--- src/rtl/lv_flt_dgl.sv ---
// Purpose : N-channel fault deglitch/latch: 2-flop sync, programmable assert/deassert debounce, live + sticky status.
// Latency : raw held stable -> flt_sts_o changes after th+2 core clock edges (th = dgl_th_i, 0 treated as 1).
// Backpr. : none; free-running status block, all outputs valid every cycle.
//
// Ports:
//   clk, rst_n        clock and async active-low reset
//   flt_raw_i         raw async fault inputs (active high), one per channel
//   flt_en_i          per-channel enable; 0 forces the channel idle and clears its status
//   dgl_th_i          shared debounce threshold in cycles (0 behaves as 1)
//   flt_clr_i         W1C pulse for sticky status (ignored while the live fault is still present)
//   flt_sts_o         debounced live status
//   flt_lat_o         sticky status, set on each debounced rising edge
//   flt_rise_o        one-cycle pulse on flt_sts_o 0->1
//   flt_evt_cnt_o     per-channel saturating event counters, ch0 in LSBs (LV_FLT_CNT_EN only)
//   flt_any_o         OR of flt_lat_o
//
// Optional feature macro: LV_FLT_CNT_EN adds the event counters and the flt_evt_cnt_o port.

`default_nettype none

module lv_flt_dgl #(
    parameter int CH_NUM = 4,
    parameter int CNT_W  = 8,
    parameter int EVT_W  = 4
) (
    input  logic                      clk,
    input  logic                      rst_n,
    input  logic [CH_NUM-1:0]         flt_raw_i,
    input  logic [CH_NUM-1:0]         flt_en_i,
    input  logic [CNT_W-1:0]          dgl_th_i,
    input  logic [CH_NUM-1:0]         flt_clr_i,
    output logic [CH_NUM-1:0]         flt_sts_o,
    output logic [CH_NUM-1:0]         flt_lat_o,
    output logic [CH_NUM-1:0]         flt_rise_o,
`ifdef LV_FLT_CNT_EN
    output logic [CH_NUM*EVT_W-1:0]   flt_evt_cnt_o,
`endif
    output logic                      flt_any_o
);

    typedef enum logic [1:0] {
        ST_IDLE,
        ST_ARM,
        ST_FAULT,
        ST_REL
    } st_t;

    // Elaboration-time sanity check on the parameter set.
    if (CH_NUM < 1 || CNT_W < 1 || EVT_W < 1) begin : g_param_chk
        $error("lv_flt_dgl: CH_NUM, CNT_W and EVT_W must all be >= 1");
    end

    logic [CH_NUM-1:0] sync1_q;
    logic [CH_NUM-1:0] sync2_q;
    logic [CNT_W-1:0]  th_eff;
    logic              th_one;

    // The synchroniser keeps running even on disabled channels so re-enable sees a settled value.
    always_ff @(posedge clk or negedge rst_n) begin
        if (!rst_n) begin
            sync1_q <= '0;
            sync2_q <= '0;
        end else begin
            sync1_q <= flt_raw_i;
            sync2_q <= sync1_q;
        end
    end

    assign th_eff = (dgl_th_i == '0) ? CNT_W'(1) : dgl_th_i;
    assign th_one = (th_eff == CNT_W'(1));

    for (genvar c = 0; c < CH_NUM; c++) begin : g_ch
        st_t              st_q, st_d;
        logic [CNT_W-1:0] cnt_q, cnt_d, cnt_sat;
        logic [CNT_W:0]   cnt_p1;
        logic             sts_q, sts_d;
        logic             rise_q, rise_d;
        logic             lat_q, lat_d;
        logic             s, reach, clr_ok;

        assign s       = sync2_q[c];
        // One extra bit so the >= compare is exact even when cnt sits at all-ones.
        assign cnt_p1  = {1'b0, cnt_q} + {{CNT_W{1'b0}}, 1'b1};
        assign reach   = (cnt_p1 >= {1'b0, th_eff});
        assign cnt_sat = cnt_p1[CNT_W] ? cnt_q : cnt_p1[CNT_W-1:0];
        // Sticky clear only takes effect once the live fault has gone away.
        assign clr_ok  = flt_clr_i[c] & ~sts_q;

        always_comb begin
            st_d   = st_q;
            cnt_d  = cnt_q;
            sts_d  = sts_q;
            rise_d = 1'b0;
            if (!flt_en_i[c]) begin
                st_d  = ST_IDLE;
                cnt_d = '0;
                sts_d = 1'b0;
            end else begin
                unique case (st_q)
                    ST_IDLE: begin
                        cnt_d = '0;
                        sts_d = 1'b0;
                        if (s) begin
                            if (th_one) begin
                                st_d   = ST_FAULT;
                                sts_d  = 1'b1;
                                rise_d = 1'b1;
                            end else begin
                                st_d  = ST_ARM;
                                cnt_d = CNT_W'(1);
                            end
                        end
                    end
                    ST_ARM: begin
                        if (!s) begin
                            st_d  = ST_IDLE;
                            cnt_d = '0;
                        end else if (reach) begin
                            st_d   = ST_FAULT;
                            sts_d  = 1'b1;
                            rise_d = 1'b1;
                            cnt_d  = '0;
                        end else begin
                            cnt_d = cnt_sat;
                        end
                    end
                    ST_FAULT: begin
                        cnt_d = '0;
                        sts_d = 1'b1;
                        if (!s) begin
                            if (th_one) begin
                                st_d  = ST_IDLE;
                                sts_d = 1'b0;
                            end else begin
                                st_d  = ST_REL;
                                cnt_d = CNT_W'(1);
                            end
                        end
                    end
                    ST_REL: begin
                        if (s) begin
                            st_d  = ST_FAULT;
                            cnt_d = '0;
                        end else if (reach) begin
                            st_d  = ST_IDLE;
                            sts_d = 1'b0;
                            cnt_d = '0;
                        end else begin
                            cnt_d = cnt_sat;
                        end
                    end
                    default: begin
                        st_d  = ST_IDLE;
                        cnt_d = '0;
                        sts_d = 1'b0;
                    end
                endcase
            end
        end

        // Set wins over a coincident clear; a disable drops the sticky bit as well.
        always_comb begin
            lat_d = lat_q;
            if (!flt_en_i[c]) begin
                lat_d = 1'b0;
            end else if (rise_d) begin
                lat_d = 1'b1;
            end else if (clr_ok) begin
                lat_d = 1'b0;
            end
        end

        always_ff @(posedge clk or negedge rst_n) begin
            if (!rst_n) begin
                st_q   <= ST_IDLE;
                cnt_q  <= '0;
                sts_q  <= 1'b0;
                rise_q <= 1'b0;
                lat_q  <= 1'b0;
            end else begin
                st_q   <= st_d;
                cnt_q  <= cnt_d;
                sts_q  <= sts_d;
                rise_q <= rise_d;
                lat_q  <= lat_d;
            end
        end

        assign flt_sts_o[c]  = sts_q;
        assign flt_lat_o[c]  = lat_q;
        assign flt_rise_o[c] = rise_q;

`ifdef LV_FLT_CNT_EN
        logic [EVT_W-1:0] evt_q;

        // Counts debounced rising edges, holds at all-ones; clear follows the sticky-bit rule.
        always_ff @(posedge clk or negedge rst_n) begin
            if (!rst_n) begin
                evt_q <= '0;
            end else if (rise_d) begin
                if (evt_q != '1) begin
                    evt_q <= evt_q + EVT_W'(1);
                end
            end else if (clr_ok) begin
                evt_q <= '0;
            end
        end

        assign flt_evt_cnt_o[c*EVT_W +: EVT_W] = evt_q;
`endif
    end

    assign flt_any_o = |flt_lat_o;

endmodule

`default_nettype wire

--- config.mk ---
export PLATFORM = sky130hd
export DESIGN_NAME = lv_flt_dgl
export DESIGN_NICKNAME = d
export VERILOG_FILES = /design/src/rtl/lv_flt_dgl.sv
export SDC_FILE = /design/constraint.sdc
export NUM_CORES = 1
export LEC_CHECK = 0
export BUFFER_PORTS_ARGS = -buffer_cell sky130_fd_sc_hd__buf_4
export CAP_MARGIN = 10
export CORE_MARGIN = 1.5
export CORE_UTILIZATION = 60
export CTS_BUF_LIST = sky130_fd_sc_hd__clkbuf_4 sky130_fd_sc_hd__clkbuf_8 sky130_fd_sc_hd__clkbuf_16
export CTS_CLUSTER_SIZE = 24
export DETAILED_ROUTE_END_ITERATION = 10
export PLACE_DENSITY = 0.81
export SYNTH_ARGS = -nofsm -noshare
export SYNTH_HDL_FRONTEND = slang
export SYNTH_SLANG_ARGS = --single-unit
export TNS_END_PERCENT = 20
--- constraint.sdc ---
create_clock -name clk -period 3.4 [get_ports clk]
set_input_delay 0 -clock clk [delete_from_list [all_inputs] [get_ports clk]]
set_output_delay 0 -clock clk [all_outputs]
set_load 0.05 [all_outputs]
==> impl_metrics.json <==
{
  "grt_max_degree": 61,
  "slew_headroom_pct": 50.3,
  "startpoint_type": "flip-flop",
  "rsz0062_at_grt": "no",
  "ff2ff_setup_slack_ns": 0.40,
  "numPortBuffers": 34,
  "synth-seq-area-share_pct": 40.5,
  "power.switching_uw": 489,
  "drtIter0Drc": 207,
  "yosysTopAreaCell": "dfrtp_1",
  "hold_viol": 0,
  "htreeDepth": 3,
  "die_w_um": 81.6,
  "end_kind": "flip-flop",
  "critPathRequiredTime_ns": 3.66,
  "die_h_um": 81.6,
  "die_area_um2": 6650,
  "ant_nets": 0,
  "grt_pass1_vias": 2858,
  "antenna_found_initial": 0,
  "min_to": "g_ch[3].lat_q",
  "clockRootBuffer": "clkbuf_8",
  "drtPass1Iterations": 5,
  "cts_made_buffers": 9,
  "top_layer": "met4",
  "p_seq_share_pct": 43.8,
  "hpwl_um": 5740,
  "synth_edf_count": 0,
  "antenna_cells": 0,
  "status": "completed",
  "finalSetupTns_ns": 0,
  "power_density_nw_per_um2": 420,
  "drive_gt1_share_pct": 14.7,
  "grt_overflow": 0,
  "multiInputGateArea_um2": 2020,
  "num_vias": 2882,
  "worstSkewPairLatency_ns": 0.34,
  "hold_depth": 3,
  "r2r_start": "g_ch[1].cnt_q[0]",
  "cts.clk_slew.worst_paths_ns": 0.07,
  "routed_wl_um": 8170,
  "p_leak_nw": 2.19,
  "setup_viol": 0,
  "switching_share_pct": 27.3,
  "syn_area_um2": 3700,
  "pre_cts_ws_ns": 0.467,
  "via_per_inst": 5.80,
  "synth_cells": 378,
  "fillCellCount": 440,
  "synth_seq_cells": 60,
  "wl_per_cell_um": 16.4,
  "crit_type": "reg2reg",
  "cts_sinks": 60,
  "slowest_delay_ns": 0.51,
  "initial_core_util_pct": 62.2,
  "clock.fmax_ghz": 0.333,
  "min_from": "flt_clr_i[3]",
  "max-cap-violations": 0,
  "synthTopCellsByArea": "dfrtp_1 (41%), ha_1 (12%), xor2_1 (3.8%), nor2_1 (3.1%), nand3_1 (3.1%)",
  "wl_met3_um": 291,
  "crit_chain": "ha_1 -> nand2_1 -> nor2_1 -> xnor2_1 -> inv_1 -> ha_1 -> and3_1 -> a221oi_1 -> nand4_1 -> nor3_1",
  "combPwrFrac_pct": 15.1,
  "period_share_pct": 88.3,
  "remaining_drc_errors": 0,
  "cts.path.max_buffers": 2,
  "met2_length_um": 3990,
  "ys_types": 55,
  "worstHoldPathType": "in2reg",
  "worst-path-max-fanout": 7,
  "mappedNetlistNets": 436,
  "gp_congestion": 0.848,
  "grt_pass1_wl_um": 13300,
  "ys_warn_count": 0,
  "reg2reg_to": "g_ch[1].cnt_q[7]",
  "areaGrowthSynthToFinish_pct": 15.1,
  "ir_worst_vdd_mv": 0.321,
  "cts_tree": "yes",
  "p_int_mw": 1.30,
  "avgSynthCellArea_um2": 9.80,
  "critPathArrivalTime_ns": 3.26,
  "io_pins": 35,
  "synth_top_area_share_pct": 40.5,
  "wl_met1_um": 3740,
  "rr_worst_depth": 10,
  "post_cts_resize_count": 0,
  "clock-skew-final_ns": 0.00954,
  "rows": 28,
  "layout.area.seq_um2": 1500,
  "slew_viol_final": 0,
  "fin_nets": 475,
  "critical_path.most_common_cell": "ha_1",
  "synthArstFlopShare_pct": 100,
  "pwr-share-clk_pct": 41.1,
  "ys.flop_type": "dfrtp_1",
  "post-route-min-period_ns": 3.00,
  "crit_slowest_cell": "a221oi_1",
  "grt_use_total_pct": 27.0,
  "tightest_slew_ns": 0.746,
  "timing.final.ws_setup_ns": 0.397,
  "coreArea_um2": 5960
}
power by group through the flow:
stage	Sequential, mW	Combinational (mW)	Clock (mW)
floorplan	0.781	0.188	0
global placement	0.794	0.249	0
detailed placement	0.795	0.258	0
CTS	0.782	0.270	0.741
global route	0.789	0.297	0.776
finish	0.783	0.270	0.735
worst max path at each step:
stage                       end  slack (ns)              from
2_1_floorplan  g_ch[1].cnt_q[7]        0.82  g_ch[1].cnt_q[0]
3_3_place_gp   g_ch[1].cnt_q[7]        0.63  g_ch[1].cnt_q[0]
3_5_place_dp   g_ch[1].cnt_q[7]        0.47  g_ch[1].cnt_q[0]
4_1_cts        g_ch[1].cnt_q[7]        0.41  g_ch[1].cnt_q[0]
5_1_grt        g_ch[1].cnt_q[7]        0.23  g_ch[1].cnt_q[0]
6_report       g_ch[1].cnt_q[7]        0.40  g_ch[1].cnt_q[0]
what timing repair did:
item | CTS | global route
setup endpoints to repair | 0 | 0
hold buffers | 10 | 0
buffers inserted | 0 | 0
hold endpoints to repair | 78 | 0
cells in the mapped netlist (8+ instances only):
library cell	instances
dfrtp_1	60
nand2_1	30
o21ai_0	10
xnor2_1	13
a21oi_1	11
nor2_1	31
buf_4	12
xor2_1	16
ha_1	36
and3_1	8
inv_1	19
nor3_1	8
and2_1	10
nand3_1	23
nor2b_1	15
flip-flops by register name, summed over array words and instances (netlist names):
name and flops:
g_ch.sts_q 4, g_ch.lat_q 4, sync1_q 4, g_ch.rise_q 4, g_ch.st_q 8, g_ch.cnt_q 32
sync2_q 4
cells in the final DEF (no fill, tap or decap), types with 2 or more instances in the layout:
master         count
dfrtp_1           60
ha_1              36
buf_4             34
nor2_1            31
nand2_1           30
nand3_1           23
inv_1             19
xor2_1            16
nor2b_1           15
xnor2_1           13
a21oi_1           11
o21ai_0           10
and2_1            10
clkbuf_8          10
dlygate4sd3_1     10
and3_1             8
nor3_1             8
a21o_1             7
nand2b_1           7
nand4_1            6
a31oi_1            6
a211o_1            4
mux2i_1            4
a32o_1             3
a32oi_1            2
a41oi_1            2
o21bai_1           2
mux2_4             2
o221ai_1           2
bufinv_16          2
clkbuf_4           2
through the flow:
stage | utilization (%) | std cells | instance area (um2) | hold slack (ns) | total power [mW]
6_report | 71.6 | 497 | 4260 | 0.0181 | 1.79
5_1_grt | 71.6 | 497 | 4260 | 0.0118 | 1.86
4_1_cts | 71.6 | 497 | 4260 | 0.0158 | 1.79
3_5_place_dp | 66.1 | 471 | 3940 | 0.110 | 1.05
3_3_place_gp | 66.1 | 471 | 3940 | 0.109 | 1.04
2_1_floorplan | - | 378 | 3700 | -0.296 | 0.970
kinds of logic (layout without fill, tap and decap cells):
family                     Yosys count  in the layout  share of synthesized area [%]
AOI/OAI and AO/OA                   65             65                           13.2
DFF                                 60             60                           40.5
adders and majority gates           36             36                           12.2
muxes                                6              6                           1.89
buffers and inverters               35             79                           5.00
and+or+nand+nor                    147            147                           20.4
xor gates and xnor gates            29             29                           6.86
worst max-delay path: cells and delay by family (launching register included):
family / cells / cell delay (ns)
compound gates: 1 / 0.51
flops: 1 / 0.43
buf+inv: 1 / 0.07
simple gates: 5 / 1.16
xor+xnor: 1 / 0.19
fa+ha+maj: 2 / 0.57
final cells by class:
type                    instances  share of cell area, %
multi-input cells             283                   47.3
flip-flops and latches         60                   35.2
repair buffers                 44                   8.33
clock buffers                  12                   3.58
well taps                      75                   2.20
clock inverters                 4                   1.70
inverters                      19                   1.67
per-layer routing:
metal,track usage [%],vias up
met1,33.8,1386
li1,-,1411
met4,10.9,0
met3,5.89,12
met5,0,-
met2,45.1,73
(Power assumes the default switching activity.)
